`src/rtl/pong_pkg.sv`:
```
// Shared encodings and playfield constants for the Pong match controller.
package pong_pkg;

    typedef enum logic [2:0] {
        ST_IDLE  = 3'd0,
        ST_SERVE = 3'd1,
        ST_PLAY  = 3'd2,
        ST_POINT = 3'd3,
        ST_OVER  = 3'd4
    } state_t;

    typedef enum logic [1:0] {
        WIN_NONE   = 2'b00,
        WIN_PLAYER = 2'b01,
        WIN_COM    = 2'b10
    } winner_t;

    localparam int FIELD_W       = 20;
    localparam int FIELD_H       = 15;
    localparam int DEF_WIN_SCORE = 9;

    function automatic int imax(input int a, input int b);
        return (a > b) ? a : b;
    endfunction

    function automatic logic [3:0] sat_inc4(input logic [3:0] v);
        return (v == 4'hF) ? v : v + 4'd1;
    endfunction

endpackage

```
`src/rtl/pong_match_sequencer_if.sv`:
```
// Bus between the match sequencer, the ball/paddle datapath and the renderer.
interface pong_match_sequencer_if;
    logic [4:0] BALL_X;
    logic       STEP_EN;
    logic       BALL_RESET;
    logic [3:0] SCORE_P;
    logic [3:0] SCORE_C;
    logic [2:0] STATE;
    logic [1:0] WINNER;
    logic       PAUSED;

    modport master (
        input  BALL_X,
        output STEP_EN, BALL_RESET, SCORE_P, SCORE_C, STATE, WINNER, PAUSED
    );

    modport slave (
        output BALL_X,
        input  STEP_EN, BALL_RESET, SCORE_P, SCORE_C, STATE, WINNER, PAUSED
    );
endinterface

```
`src/rtl/btn_sync_edge.sv`:
```
// Two-flop synchronizer for an active-low button plus a registered press pulse
// on the falling edge; the press appears two edges after the pin is sampled low.
module btn_sync_edge (
    input  logic clk,
    input  logic rst_n,
    input  logic btn_n,
    output logic press
);
    logic sync1_q, sync1_d;
    logic sync2_q, sync2_d;
    logic last_q,  last_d;
    logic press_q, press_d;

    always_comb begin
        sync1_d = btn_n;
        sync2_d = sync1_q;
        last_d  = sync2_q;
        press_d = last_q & ~sync2_q;
    end

    always_ff @(posedge clk or negedge rst_n) begin
        if (!rst_n) begin
            sync1_q <= 1'b1;
            sync2_q <= 1'b1;
            last_q  <= 1'b1;
            press_q <= 1'b0;
        end else begin
            sync1_q <= sync1_d;
            sync2_q <= sync2_d;
            last_q  <= last_d;
            press_q <= press_d;
        end
    end

    assign press = press_q;
endmodule

```
`src/rtl/pong_match_sequencer.sv`:
```
// Match controller: game-tick prescaler, serve/play/point/over sequencing,
// goal detection, score keeping and pause handling for the Pong datapath.
module pong_match_sequencer
    import pong_pkg::*;
#(
    parameter int TICK_DIV    = 2500000,
    parameter int W           = FIELD_W,
    parameter int WIN_SCORE   = DEF_WIN_SCORE,
    parameter int SERVE_TICKS = 20,
    parameter int POINT_TICKS = 10
) (
    input  logic                   CLK,
    input  logic                   RST_N,
    input  logic                   START_N,
    input  logic                   PAUSE_N,
    pong_match_sequencer_if.master bus
);
    localparam int PW = $clog2(TICK_DIV);
    localparam int TW = $clog2(imax(SERVE_TICKS, POINT_TICKS) + 1);

    logic [1:0] btn_n;
    logic [1:0] press;
    logic       start_press;
    logic       pause_press;

    assign btn_n = {PAUSE_N, START_N};

    for (genvar gi = 0; gi < 2; gi++) begin : g_btn
        btn_sync_edge u_btn (
            .clk   (CLK),
            .rst_n (RST_N),
            .btn_n (btn_n[gi]),
            .press (press[gi])
        );
    end

    assign start_press = press[0];
    assign pause_press = press[1];

    state_t          state_q,     state_d;
    logic [3:0]      score_p_q,   score_p_d;
    logic [3:0]      score_c_q,   score_c_d;
    winner_t         winner_q,    winner_d;
    logic            paused_q,    paused_d;
    logic            step_en_q,   step_en_d;
    logic            ball_reset_q, ball_reset_d;
    logic [PW-1:0]   presc_q,     presc_d;
    logic [TW-1:0]   timer_q,     timer_d;

    logic       tick;
    logic       tick_run;
    logic       goal_left;
    logic       goal_right;
    logic       goal;
    logic       paused_nx;
    logic       hold;
    logic [3:0] inc_p;
    logic [3:0] inc_c;

    assign tick       = (presc_q == PW'(TICK_DIV - 1));
    assign goal_left  = (state_q == ST_PLAY) && !paused_q && (bus.BALL_X == 5'd0);
    assign goal_right = (state_q == ST_PLAY) && !paused_q && (bus.BALL_X == 5'(W - 1));
    assign goal       = goal_left | goal_right;
    assign inc_p      = sat_inc4(score_p_q);
    assign inc_c      = sat_inc4(score_c_q);

    // A goal in the same cycle swallows the pause press.
    always_comb begin
        paused_nx = paused_q;
        if (pause_press && !goal &&
            (state_q == ST_SERVE || state_q == ST_PLAY || state_q == ST_POINT)) begin
            paused_nx = !paused_q;
        end
    end

    // Freeze from the toggle cycle through the un-toggle cycle so the tick
    // phase is preserved exactly across a pause.
    assign hold     = paused_q | paused_nx;
    assign tick_run = tick & ~hold;

    always_comb begin
        state_d      = state_q;
        score_p_d    = score_p_q;
        score_c_d    = score_c_q;
        winner_d     = winner_q;
        timer_d      = timer_q;
        ball_reset_d = 1'b0;

        case (state_q)
            ST_IDLE: begin
                if (start_press) begin
                    score_p_d    = 4'd0;
                    score_c_d    = 4'd0;
                    winner_d     = WIN_NONE;
                    ball_reset_d = 1'b1;
                    state_d      = ST_SERVE;
                end
            end
            ST_SERVE: begin
                if (tick_run) begin
                    if (timer_q == TW'(SERVE_TICKS - 1)) state_d = ST_PLAY;
                    else                                 timer_d = timer_q + TW'(1);
                end
            end
            ST_PLAY: begin
                if (goal_left) begin
                    score_c_d = inc_c;
                    if (inc_c == 4'(WIN_SCORE)) begin
                        state_d  = ST_OVER;
                        winner_d = WIN_COM;
                    end else begin
                        state_d  = ST_POINT;
                    end
                end else if (goal_right) begin
                    score_p_d = inc_p;
                    if (inc_p == 4'(WIN_SCORE)) begin
                        state_d  = ST_OVER;
                        winner_d = WIN_PLAYER;
                    end else begin
                        state_d  = ST_POINT;
                    end
                end
            end
            ST_POINT: begin
                if (tick_run) begin
                    if (timer_q == TW'(POINT_TICKS - 1)) begin
                        ball_reset_d = 1'b1;
                        state_d      = ST_SERVE;
                    end else begin
                        timer_d = timer_q + TW'(1);
                    end
                end
            end
            ST_OVER: begin
                if (start_press) begin
                    score_p_d = 4'd0;
                    score_c_d = 4'd0;
                    winner_d  = WIN_NONE;
                    state_d   = ST_IDLE;
                end
            end
            default: state_d = ST_IDLE;
        endcase

        if (state_d != state_q) timer_d = '0;
    end

    // Every phase starts with a full tick period.
    always_comb begin
        if (state_d != state_q) presc_d = '0;
        else if (hold)          presc_d = presc_q;
        else if (tick)          presc_d = '0;
        else                    presc_d = presc_q + PW'(1);

        paused_d  = (state_d == ST_IDLE || state_d == ST_OVER) ? 1'b0 : paused_nx;
        step_en_d = tick_run && (state_q == ST_PLAY) && (state_d == ST_PLAY);
    end

    always_ff @(posedge CLK or negedge RST_N) begin
        if (!RST_N) begin
            state_q      <= ST_IDLE;
            score_p_q    <= 4'd0;
            score_c_q    <= 4'd0;
            winner_q     <= WIN_NONE;
            paused_q     <= 1'b0;
            step_en_q    <= 1'b0;
            ball_reset_q <= 1'b0;
            presc_q      <= '0;
            timer_q      <= '0;
        end else begin
            state_q      <= state_d;
            score_p_q    <= score_p_d;
            score_c_q    <= score_c_d;
            winner_q     <= winner_d;
            paused_q     <= paused_d;
            step_en_q    <= step_en_d;
            ball_reset_q <= ball_reset_d;
            presc_q      <= presc_d;
            timer_q      <= timer_d;
        end
    end

    assign bus.STEP_EN    = step_en_q;
    assign bus.BALL_RESET = ball_reset_q;
    assign bus.SCORE_P    = score_p_q;
    assign bus.SCORE_C    = score_c_q;
    assign bus.STATE      = state_q;
    assign bus.WINNER     = winner_q;
    assign bus.PAUSED     = paused_q;
endmodule

```
`src/flat_wrapper.sv`:
```
// flat-port wrapper written by rule: the top's interface ports become plain ports
module pong_match_sequencer_flat import pong_pkg::*;
#(
    parameter int TICK_DIV    = 2500000,
    parameter int W           = FIELD_W,
    parameter int WIN_SCORE   = DEF_WIN_SCORE,
    parameter int SERVE_TICKS = 20,
    parameter int POINT_TICKS = 10
)
  (CLK, RST_N, START_N, PAUSE_N, bus_BALL_X, bus_STEP_EN, bus_BALL_RESET, bus_SCORE_P, bus_SCORE_C, bus_STATE, bus_WINNER, bus_PAUSED);
  pong_match_sequencer_if bus_i ();
  input  logic CLK;
  input  logic RST_N;
  input  logic START_N;
  input  logic PAUSE_N;
  input wire logic [$bits(bus_i.BALL_X)-1:0] bus_BALL_X;
  output wire logic [$bits(bus_i.STEP_EN)-1:0] bus_STEP_EN;
  output wire logic [$bits(bus_i.BALL_RESET)-1:0] bus_BALL_RESET;
  output wire logic [$bits(bus_i.SCORE_P)-1:0] bus_SCORE_P;
  output wire logic [$bits(bus_i.SCORE_C)-1:0] bus_SCORE_C;
  output wire logic [$bits(bus_i.STATE)-1:0] bus_STATE;
  output wire logic [$bits(bus_i.WINNER)-1:0] bus_WINNER;
  output wire logic [$bits(bus_i.PAUSED)-1:0] bus_PAUSED;
  assign bus_i.BALL_X = bus_BALL_X;
  assign bus_STEP_EN = bus_i.STEP_EN;
  assign bus_BALL_RESET = bus_i.BALL_RESET;
  assign bus_SCORE_P = bus_i.SCORE_P;
  assign bus_SCORE_C = bus_i.SCORE_C;
  assign bus_STATE = bus_i.STATE;
  assign bus_WINNER = bus_i.WINNER;
  assign bus_PAUSED = bus_i.PAUSED;
  pong_match_sequencer #(.TICK_DIV(TICK_DIV), .W(W), .WIN_SCORE(WIN_SCORE), .SERVE_TICKS(SERVE_TICKS), .POINT_TICKS(POINT_TICKS)) u_core (.CLK(CLK), .RST_N(RST_N), .START_N(START_N), .PAUSE_N(PAUSE_N), .bus(bus_i));
endmodule
```
`config.mk`:
```
export PLATFORM = sky130hd
export DESIGN_NAME = pong_match_sequencer_flat
export DESIGN_NICKNAME = d
export VERILOG_FILES = /design/src/rtl/pong_pkg.sv /design/src/rtl/pong_match_sequencer_if.sv /design/src/rtl/btn_sync_edge.sv /design/src/rtl/pong_match_sequencer.sv /design/src/flat_wrapper.sv
export SDC_FILE = /design/constraint.sdc
export NUM_CORES = 1
export LEC_CHECK = 0
export BUFFER_PORTS_ARGS = -buffer_cell sky130_fd_sc_hd__buf_2
export CAP_MARGIN = 25
export CORE_UTILIZATION = 40
export CTS_BUF_LIST = sky130_fd_sc_hd__clkbuf_4
export DETAILED_ROUTE_END_ITERATION = 12
export SETUP_SLACK_MARGIN = 0.5
export SYNTH_ARGS = -nofsm -noshare
export SYNTH_HDL_FRONTEND = slang
export SYNTH_SLANG_ARGS = --single-unit
```
`constraint.sdc`:
```
create_clock -name CLK -period 2.6 [get_ports CLK]
set_clock_uncertainty 0.05 [all_clocks]
set_input_delay 0.52 -clock CLK [delete_from_list [all_inputs] [get_ports CLK]]
set_output_delay 0.52 -clock CLK [all_outputs]
set_load 0.01 [all_outputs]
```
# Word-level counts from Yosys, hierarchy flattened
# Index checks and enable logic that the tools add are counted.
# W data, S select, Z words.
[classes] reduce_logical=22 eq_ne=27 n_addsub=4 n_mux=40 n_bitwise=8
[ops] cell="$mux W22" count=3
[ops] cell="$mux W3" count=10
[ops] cell="$mux W5" count=5
[ops] cell="$mux W4" count=6
[ops] cell="$add A22 B1 Y22 const B" count=1
[ops] cell="$eq A22 B22 Y1 const B" count=1
[ops] cell="$eq A4 B4 Y1 const B" count=4
[ops] cell="$pmux W4 S2" count=2
[ops] cell="$pmux W3 S5" count=1
[ops] cell="$eq A5 B5 Y1 const B" count=2
[ops] cell="$mux W2" count=5
[ops] cell="$pmux W5 S2" count=1
[ops] cell="$reduce_and A5 Y1" count=2
[ops] cell="$eq A3 B2 Y1 const B" count=3
[ops] cell="$ne A3 B2 Y1 const B" count=3
[ops] cell="$ne A3 B3 Y1 const B" count=3
[ops] cell="$add A4 B1 Y4 const B" count=2
[ops] cell="$logic_and A1 B1 Y1" count=7
[ops] cell="$eq A3 B3 Y1 const B" count=2
[ops] cell="$logic_not A3 Y1" count=2
[ops] cell="$ne A2 B1 Y1 const B" count=3
[ops] cell="$add A5 B1 Y5 const B" count=1
[ops] cell="$eq A5 B4 Y1 const B" count=1
[ops] cell="$logic_not A5 Y1" count=1
[ops] cell="other kinds (17)" count=30
[word_totals] reg_bits=51 word_cells=118 output_inout_bits=16 in_bits=9

# Logic depth before layout (Yosys ltp)
# Gate-level depths: netlist of the first run.
[logic_depth] depth_word=16 mapped_depth=14

# Hierarchy
# Synthesis of the first run repeated with hierarchy kept, for this count alone.
[hier_totals] hier_cells=272 area_unflattened_um2=2811.4
[modules_own_cells] module="pong_match_sequencer" cells_per_inst=262 area_each_um2=2576.2 n_inst=1
[modules_own_cells] module="btn_sync_edge" cells_per_inst=5 area_each_um2=117.6 n_inst=2

# Least setup slack after synthesis of the first run
# OpenSTA, ideal clock, no wires.
[synth_path] path_type="flip-flop to flip-flop" start="register u_core.state_q[0], in the netlist u_core.bus.STATE[0]" end="register u_core.presc_q[20]" path_stages_with_launch=15 required_ns=2.431 path_slack_ns=-0.188 setup_ns=0.119 t_arrival_ns=2.619 path_cell_list="dfrtp_1 -> buf_2 -> nor3b_4 -> and3_1 -> buf_2 -> or4_1 -> ha_1 -> buf_2 -> inv_1 -> nand4bb_4 -> or2_0 -> buf_6 -> o21ai_4 -> buf_8 -> nor2_2"
[synth_via] elab_chain_cells=15
[synth_rtl] item="start: declaration" line="pong_match_sequencer.sv:40" text="state_t state_q, state_d;"
[synth_rtl] item="start signal: assignment" line="pong_match_sequencer.sv:171" text="state_q <= state_d;"
[synth_rtl] item="$eq A3 B2 Y1"
[synth_rtl] item="$logic_and A1 B1 Y1" line="pong_match_sequencer.sv:61, pong_match_sequencer.sv:62"
[synth_rtl] item="$logic_and A1 B1 Y1, on equally long branches" line="pong_match_sequencer.sv:61, pong_match_sequencer.sv:62"
[synth_rtl] item="$or A1 B1 Y1" line="pong_match_sequencer.sv:63" text="assign goal = goal_left | goal_right;"
[synth_rtl] item="$logic_not A1 Y1" line="pong_match_sequencer.sv:70" text="if (pause_press && !goal &&"
[synth_rtl] item="$logic_and A1 B1 Y1 (2 in a row)" line="pong_match_sequencer.sv:70"
[synth_rtl] item="$mux W1" line="pong_match_sequencer.sv:70"
[synth_rtl] item="$or A1 B1 Y1" line="pong_match_sequencer.sv:78" text="assign hold = paused_q | paused_nx;"
[synth_rtl] item="$not A1 Y1" line="pong_match_sequencer.sv:79" text="assign tick_run = tick & ~hold;"
[synth_rtl] item="$and A1 B1 Y1" line="pong_match_sequencer.sv:79"
[synth_rtl] item="$mux W3, on equally long branches" line="pong_match_sequencer.sv:125, pong_match_sequencer.sv:100"
[synth_rtl] item="$pmux W3 S5" line="pong_match_sequencer.sv:89" text="case (state_q)"
[synth_rtl] item="$ne A3 B3 Y1" line="pong_match_sequencer.sv:150" text="if (state_d != state_q) presc_d = '0;"
[synth_rtl] item="$ne A2 B2 Y1 (no source line) or $mux W22 (tied branches)"
[synth_rtl] item="end signal: assignment" line="pong_match_sequencer.sv:178" text="presc_q <= presc_d;"
[synth_rtl] item="end: declaration" line="pong_match_sequencer.sv:47" text="logic [PW-1:0] presc_q, presc_d;"
# Several ways; a longest one is shown, not always the timed one.
# A chain may end at the register's enable or synchronous reset.

# Final worst setup path of the first run
[layout_path] start="register u_core.state_q[1], in the netlist u_core.bus.STATE[1]" end="register u_core.timer_q[4]"
[layout_via] elab_chain_cells=16
[layout_rtl] item="$eq A3 B2 Y1"
[layout_rtl] item="$logic_and A1 B1 Y1" line="pong_match_sequencer.sv:61, pong_match_sequencer.sv:62"
[layout_rtl] item="$logic_and A1 B1 Y1, on equally long branches" line="pong_match_sequencer.sv:61, pong_match_sequencer.sv:62"
[layout_rtl] item="$or A1 B1 Y1" line="pong_match_sequencer.sv:63"
[layout_rtl] item="$logic_not A1 Y1" line="pong_match_sequencer.sv:70"
[layout_rtl] item="$logic_and A1 B1 Y1 (2 in a row)" line="pong_match_sequencer.sv:70"
[layout_rtl] item="$mux W1" line="pong_match_sequencer.sv:70"
[layout_rtl] item="$or A1 B1 Y1" line="pong_match_sequencer.sv:78"
[layout_rtl] item="$not A1 Y1" line="pong_match_sequencer.sv:79"
[layout_rtl] item="$and A1 B1 Y1" line="pong_match_sequencer.sv:79"
[layout_rtl] item="$mux W3, on equally long branches" line="pong_match_sequencer.sv:125, pong_match_sequencer.sv:100"
[layout_rtl] item="$pmux W3 S5" line="pong_match_sequencer.sv:89"
[layout_rtl] item="$ne A3 B3 Y1" line="pong_match_sequencer.sv:145" text="if (state_d != state_q) timer_d = '0;"
[layout_rtl] item="$ne A3 B2 Y1 (no source line), or another cell as far along"
[layout_rtl] item="$reduce_and A5 Y1 (no source line)"
[layout_rtl] item="end signal: assignment" line="pong_match_sequencer.sv:179" text="timer_q <= timer_d;"
[layout_rtl] item="end: declaration" line="pong_match_sequencer.sv:48" text="logic [TW-1:0] timer_q, timer_d;"
# Several ways; a longest one is shown, not always the timed one.

==> reports/metrics.cfg, run 1 <==
[outcome]
status=complete, no violations

[critical_path]
worstPathArrival_ps=2630
cp_num_buf_inv=3
crit_chain=nor3b_4 -> and3_4 -> or4_4 -> ha_4 -> inv_2 -> nand4bb_4 -> buf_6 -> nor3_1 -> buf_4 -> a31o_2 -> a21oi_2
rrSetupSlack_ps=230
rr_startpoint=u_core.bus.STATE[1]
slowest_stage=or4_4
worstSetupPathType=register to register
r2r-end=u_core.timer_q[4]
worstSetupStartpoint=u_core.bus.STATE[1]
crit_fanout=5
reg2reg_depth=11
critPathRequiredTime_ps=2860
crit_path_start_kind=register
endpoint_kind=register
max_stage_delay_ps=490
crit_family=simple AND/OR/NAND/NOR gates

[die]
chipHeight_um=85.58
rows=30
die_x_um=85.58
start_util=0.4135
core-area_mm2=0.006756
pin_count=25
die_area_mm2=0.007323

[layout]
final_area_mm2=0.003557
fill_cells=591
layout.nets=339
drive_above_1_share=0.3839
syn_to_final_growth_pct=27.32
n_antenna_cell=0

[logic_synthesis]
synth-edff-count=0
synth_warnings=0
synth_top_area_frac=0.4030
ys_seq_area_frac=0.4595
synthDistinctLibCells=52
yosysTopAreaCell=dfrtp_1
syn-cell-area_mm2=0.002794
syn_area_per_cell_um2=10.16
synth_ff_type=dfrtp_1
syn_inst=275
ys_ff_latch=51
synth_async_sr_flop_share=1.000
syn_nets=292
synth_area_leaders=dfrtp_1 40%, dfstp_2 5.6%, xor2_1 4.7%

[detailed_routing]
wl_per_cell_um=15.29
wl_met1_mm=2.870
drc_errors=0
route.met2.wl_mm=3.049
via_per_inst=5.454
drtPass1Iterations=4
ant_nets=0
num_vias=2198
routed.top_layer=met4
wl_met3_um=151
drt_iter0_markers=99
drt-total-wl_mm=6.161

[cts]
clock-sinks=51
max-clock-path-buffers=2
htree_levels=2
cts_buffers=5
clk_pin_slew_worst_paths_ps=150
clock_latency_ps=370
root_buffer=clkbuf_4
hold_buffers=0
cts_tree=built

[place]
dp_hpwl_mm=3.987
port_buffers=24
place_area_mm2=0.003083
routabilityCongestion=0.8047

[pwr]
p_per_area_mw_per_mm2=535.5
fin_total_pwr_w=0.001905
p_leak_nw=1.504
ir_drop_uv=231.5

[grt]
overflow=0
grt_pass1_wl_mm=10.48
track_usage=0.1799
antenna_found_initial=0
grt_start_max_net_pins=27
grt_pass1_vias=2200

[sta]
drv_slew=0
period_needed_ps=2366
rsz0062_at_grt=yes
period_share=0.9100
setup_viol=0
max_freq_mhz=422.7
holdWs_ps=75.81
worst_pin_slew_ps=590.6
finalHoldViolCount=0
slew_headroom=0.6063

[min_path]
hold_class=input port to asynchronous set/reset pin

[flow_run]
maxCapViolations=0

==> cells in the mapped netlist, drive strengths merged, types with 3 or more instances <==
cell and count:
inv 13, and2 6, a21oi 12, nor2 35
nand4 11, buf 7, a211oi 6, ha 8
o211ai 3, nand2b 4, xor2 15, o21ai 4
nand4bb 3, nand3 16, dfrtp 45, nor3 5
nand2 19, nor4 4, nor4b 4, and3 7
xnor2 7, dfstp 6, a31o 3, and4 3
nand3b 4, clkbuf 3
==> worst register-to-register path, cell delays in order, from the launching register on <==
cell	delay (ps)
dfrtp_1	410
nor3b_4	160
and3_4	180
or4_4	490
ha_4	180
inv_2	50
nand4bb_4	130
buf_6	110
nor3_1	40
buf_4	160
a31o_2	230
a21oi_2	110
==> worst max path at each step <==
stage                     slack, ps                 end  cells after the start
after floorplan                 -40   u_core.timer_q[0]                     14
after global placement         -130  u_core.presc_q[12]                     10
after detailed placement       -170  u_core.presc_q[12]                     10
after CTS                       240  u_core.presc_q[12]                     10
after global routing            140  u_core.presc_q[19]                     11
final                           230   u_core.timer_q[4]                     11
==> final cells by class <==
type | instances | area, µm² | area share
well taps | 80 | 100.1 | 0.02814
inverters | 13 | 48.80 | 0.01372
clock buffers | 5 | 37.54 | 0.01055
multi-input cells | 201 | 1640 | 0.4611
repair buffers | 50 | 377.9 | 0.1062
clock inverters | 3 | 67.56 | 0.01899
flip-flops and latches | 51 | 1285 | 0.3612
==> layer usage <==
metal	GRT usage	vias up
li1	-	1069
met1	0.2407	1085
met2	0.2916	34
met3	0.03561	10
met4	0.06515	0
met5	0	-
==> power breakdown <==
group          internal [W]  switching [W]  leakage (nW)  total [W]
Clock              0.000299       0.000259        0.0514   0.000558
Combinational      0.000203       0.000177         0.784   0.000381
Sequential         0.000868      0.0000984         0.668   0.000966
Total               0.00137       0.000535          1.50    0.00190
==> state kept, by name, summed over array words and instances (netlist names) <==
name                        count
u_core.bus.BALL_RESET           1
u_core.timer_q                  5
u_core.g_btn.u_btn.sync1_q      2
u_core.bus.STEP_EN              1
u_core.bus.SCORE_C              4
u_core.g_btn.u_btn.last_q       2
u_core.presc_q                 22
u_core.g_btn.u_btn.press        2
u_core.bus.SCORE_P              4
u_core.g_btn.u_btn.last_d       2
u_core.bus.STATE                3
u_core.bus.WINNER               2
u_core.bus.PAUSED               1
==> placed cells by master (no fill, tap or decap), types with 6 or more instances in the layout <==
cell type	n
a21oi_1	7
and2_1	6
buf_2	24
buf_4	16
buf_6	8
dfrtp_1	44
dfstp_2	6
ha_1	7
inv_1	12
nand2_1	17
nand3_1	14
nand4_1	10
nor2_1	17
nor2_2	9
nor2_4	9
xor2_1	10
==> logic make-up after synthesis <==
kind of cell	Yosys count	synth area share
and+or+nand+nor	132	0.2929
DFF	51	0.4595
AOI/OAI and AO/OA	37	0.09360
buffers and inverters	23	0.04209
xor gates and xnor gates	22	0.06897
adders and majority gates	8	0.03583
muxes	2	0.007166
==> what timing repair did <==
item,CTS,global route
gates resized for setup,43,18
setup endpoints to repair,32,32
pin swaps,23,15
gates cloned,2,0
setup buffers,5,1
==> metrics by stage <==
step                      setup TNS (ps)  utilization  instances  worst slack [ps]
final                                  0       0.5265        403             234.0
after global routing                   0       0.5265        403             144.2
after CTS                              0       0.5122        402             243.6
after detailed placement           -2519       0.4563        387            -166.3
after global placement             -2125       0.4563        387            -128.5
after floorplan                   -373.0            -        275            -38.19
Power figures use the tool's default switching activity.
==> inputs of run 2 (changes only) <==
--- a/config.mk
+++ b/config.mk
@@ -10,6 +10,7 @@
 export CORE_UTILIZATION = 40
 export CTS_BUF_LIST = sky130_fd_sc_hd__clkbuf_4
 export DETAILED_ROUTE_END_ITERATION = 12
+export PLACE_DENSITY = 0.57
 export SETUP_SLACK_MARGIN = 0.5
 export SYNTH_ARGS = -nofsm -noshare
 export SYNTH_HDL_FRONTEND = slang
==> run 2 against run 1 <==
  * Routed wire length decreased by 3.9%
  * Core utilization decreased by 1.1 points
  * Critical endpoint is now u_core.timer_q[3]
  * Global-route usage decreased by 0.49 points
  * Combinational power decreased by 10%
  * Non-clock buffer count increased by 1
  * Setup slack got worse by 11 ps
  * Register-to-register slack about the same
  * Highest routed layer unchanged
  * Largest cell class unchanged
  * Flip-flop and latch count unchanged
  * Clock power about the same
  * Cell area decreased by 2.0%
  * Total power decreased by 2.6%
==> reports/metrics.cfg, run 2 (synthesis gave the netlist of run 1 again) <==
[outcome]
status=complete, no violations

[layout]
mostFrequentLayoutCell=dfrtp_1
reg_top3=u_core.presc_q x22, u_core.timer_q x5
n_antenna_cell=0
postLayoutCoreUtil=0.5159
final_area_mm2=0.003486
largest_reg_flops=22
drive_above_1_share=0.3519
final_cell_mix=44 x dfrtp_1, 24 x buf_2, 22 x buf_4, 20 x nor2_1, 17 x nand2_1
syn_to_final_growth_pct=24.76
regMostFlops=u_core.presc_q
layout.nets=340

[detailed_routing]
ant_nets=0
drt-total-wl_mm=5.918
drc_errors=0
num_vias=2160
drtPass1Iterations=4
drt_iter0_markers=80
via_per_inst=5.347
wl_per_cell_um=14.65

[cts]
htree_levels=2
hold_buffers=0
cts_buffers=5
clk_pin_slew_worst_paths_ps=150
clock-sinks=51
clock_latency_ps=370
cts_tree=built
root_buffer=clkbuf_4
max-clock-path-buffers=2

[die]
die_area_mm2=0.007323
chipHeight_um=85.58
start_util=0.4135
core-area_mm2=0.006756
pin_count=25
rows=30
die_x_um=85.58

[critical_path]
path_common_cell=buf_4
rrSetupSlack_ps=220
crit_path_start_kind=register
max_stage_delay_ps=490
crit_chain=nor3b_4 -> and3_4 -> or4_4 -> ha_4 -> inv_2 -> nand4bb_4 -> buf_4 -> nor3_1 -> buf_4 -> a31o_2 -> a21oi_2
crit_fanout=5
endpoint_kind=register
worstPathArrival_ps=2640
slowest_stage=or4_4
critPathRequiredTime_ps=2860
worstSetupPathType=register to register

[min_path]
hold_class=input port to asynchronous set/reset pin

[sta]
final.setup.tns_ps=0
slew_headroom=0.5532
max_freq_mhz=420.7
holdWs_ps=108.0
setup_viol=0
rsz0062_at_grt=yes
finalWorstSetupSlack_ps=223.1
finalHoldViolCount=0
period_needed_ps=2377
worst_pin_slew_ps=670.2
period_share=0.9142
drv_slew=0

[flow_run]
maxCapViolations=0

[grt]
grt_pass1_vias=2062
overflow=0
antenna_found_initial=0
grt_pass1_wl_mm=10.16
grt_start_max_net_pins=29
track_usage=0.1750

[place]
pre_cts_ws_ps=-199.4
place_area_mm2=0.003075
port_buffers=24
dp_hpwl_mm=4.051
routabilityCongestion=0.7607

[pwr]
p_leak_nw=1.508
ir_drop_uv=234.6
p_per_area_mw_per_mm2=532.3

==> run 2: cell count changes in the layout (fill, tap and decap cells not counted), moves of 3 or more <==
cell / previous run / this run
buf_4: 16 / 22
buf_6: 8 / 3
a21oi_2: 5 / 2
nor2_1: 17 / 20
xor2_1: 10 / 13
xor2_2: 5 / 2
==> run 2: area by class of cell <==
cell class | instances | area [µm²]
inverter | 13 | 48.80
tap | 80 | 100.1
fill | 606 | 3271
multi-input combinational | 201 | 1580
sequential | 51 | 1285
timing repair buffer | 51 | 366.6
clock buffer | 5 | 37.54
clock inverter | 3 | 67.56
==> run 2: critical path, delay by kind of cell, from the launching register on <==
kind | cells | cell delay, ps
AOI/OAI and AO/OA | 2 | 340
adders and majority gates | 1 | 180
buffers and inverters | 3 | 340
DFF | 1 | 420
and+or+nand+nor | 5 | 1000
==> run 2: routing by layer <==
layer	track usage	vias up	wire, µm
li1	-	1074	-
met1	0.2457	1058	2890
met2	0.2822	24	2837
met3	0.03272	4	146
met4	0.04091	0	44
met5	0	-	0
==> run 2: worst paths after layout <==
kind,startpoint,end,cells after the start
max reg2reg,u_core.bus.STATE[1],u_core.timer_q[3],11
max,u_core.bus.STATE[1],u_core.timer_q[3],11
min reg2reg,u_core.g_btn[0].u_btn.sync1_q,u_core.g_btn[0].u_btn.last_d,0
max in group asynchronous,RST_N,u_core.presc_q[18],2
min in group CLK,START_N,u_core.g_btn[0].u_btn.sync1_q,1
min,RST_N,u_core.bus.STEP_EN,1
==> run 2: through the flow <==
| step | total power, W | instances |
|---|---|---|
| floorplan | 0.001142 | 275 |
| global placement | 0.001242 | 386 |
| detailed placement | 0.001242 | 386 |
| CTS | 0.001845 | 401 |
| global route | 0.001968 | 404 |
| finish | 0.001855 | 404 |
==> run 2: report_power, final <==
part | internal [W] | switching [W]
sequential | 0.000868 | 0.0000858
combinational | 0.000174 | 0.000168
clock | 0.000299 | 0.000261
total | 0.00134 | 0.000515
==> run 2: repair_timing <==
action / 4_1_cts / 5_1_grt
resized for setup: 29 / 14
pin swaps: 15 / 14
cloned: 1 / 0
endpoints found under the setup margin: 32 / 32
setup buffers: 6 / 3
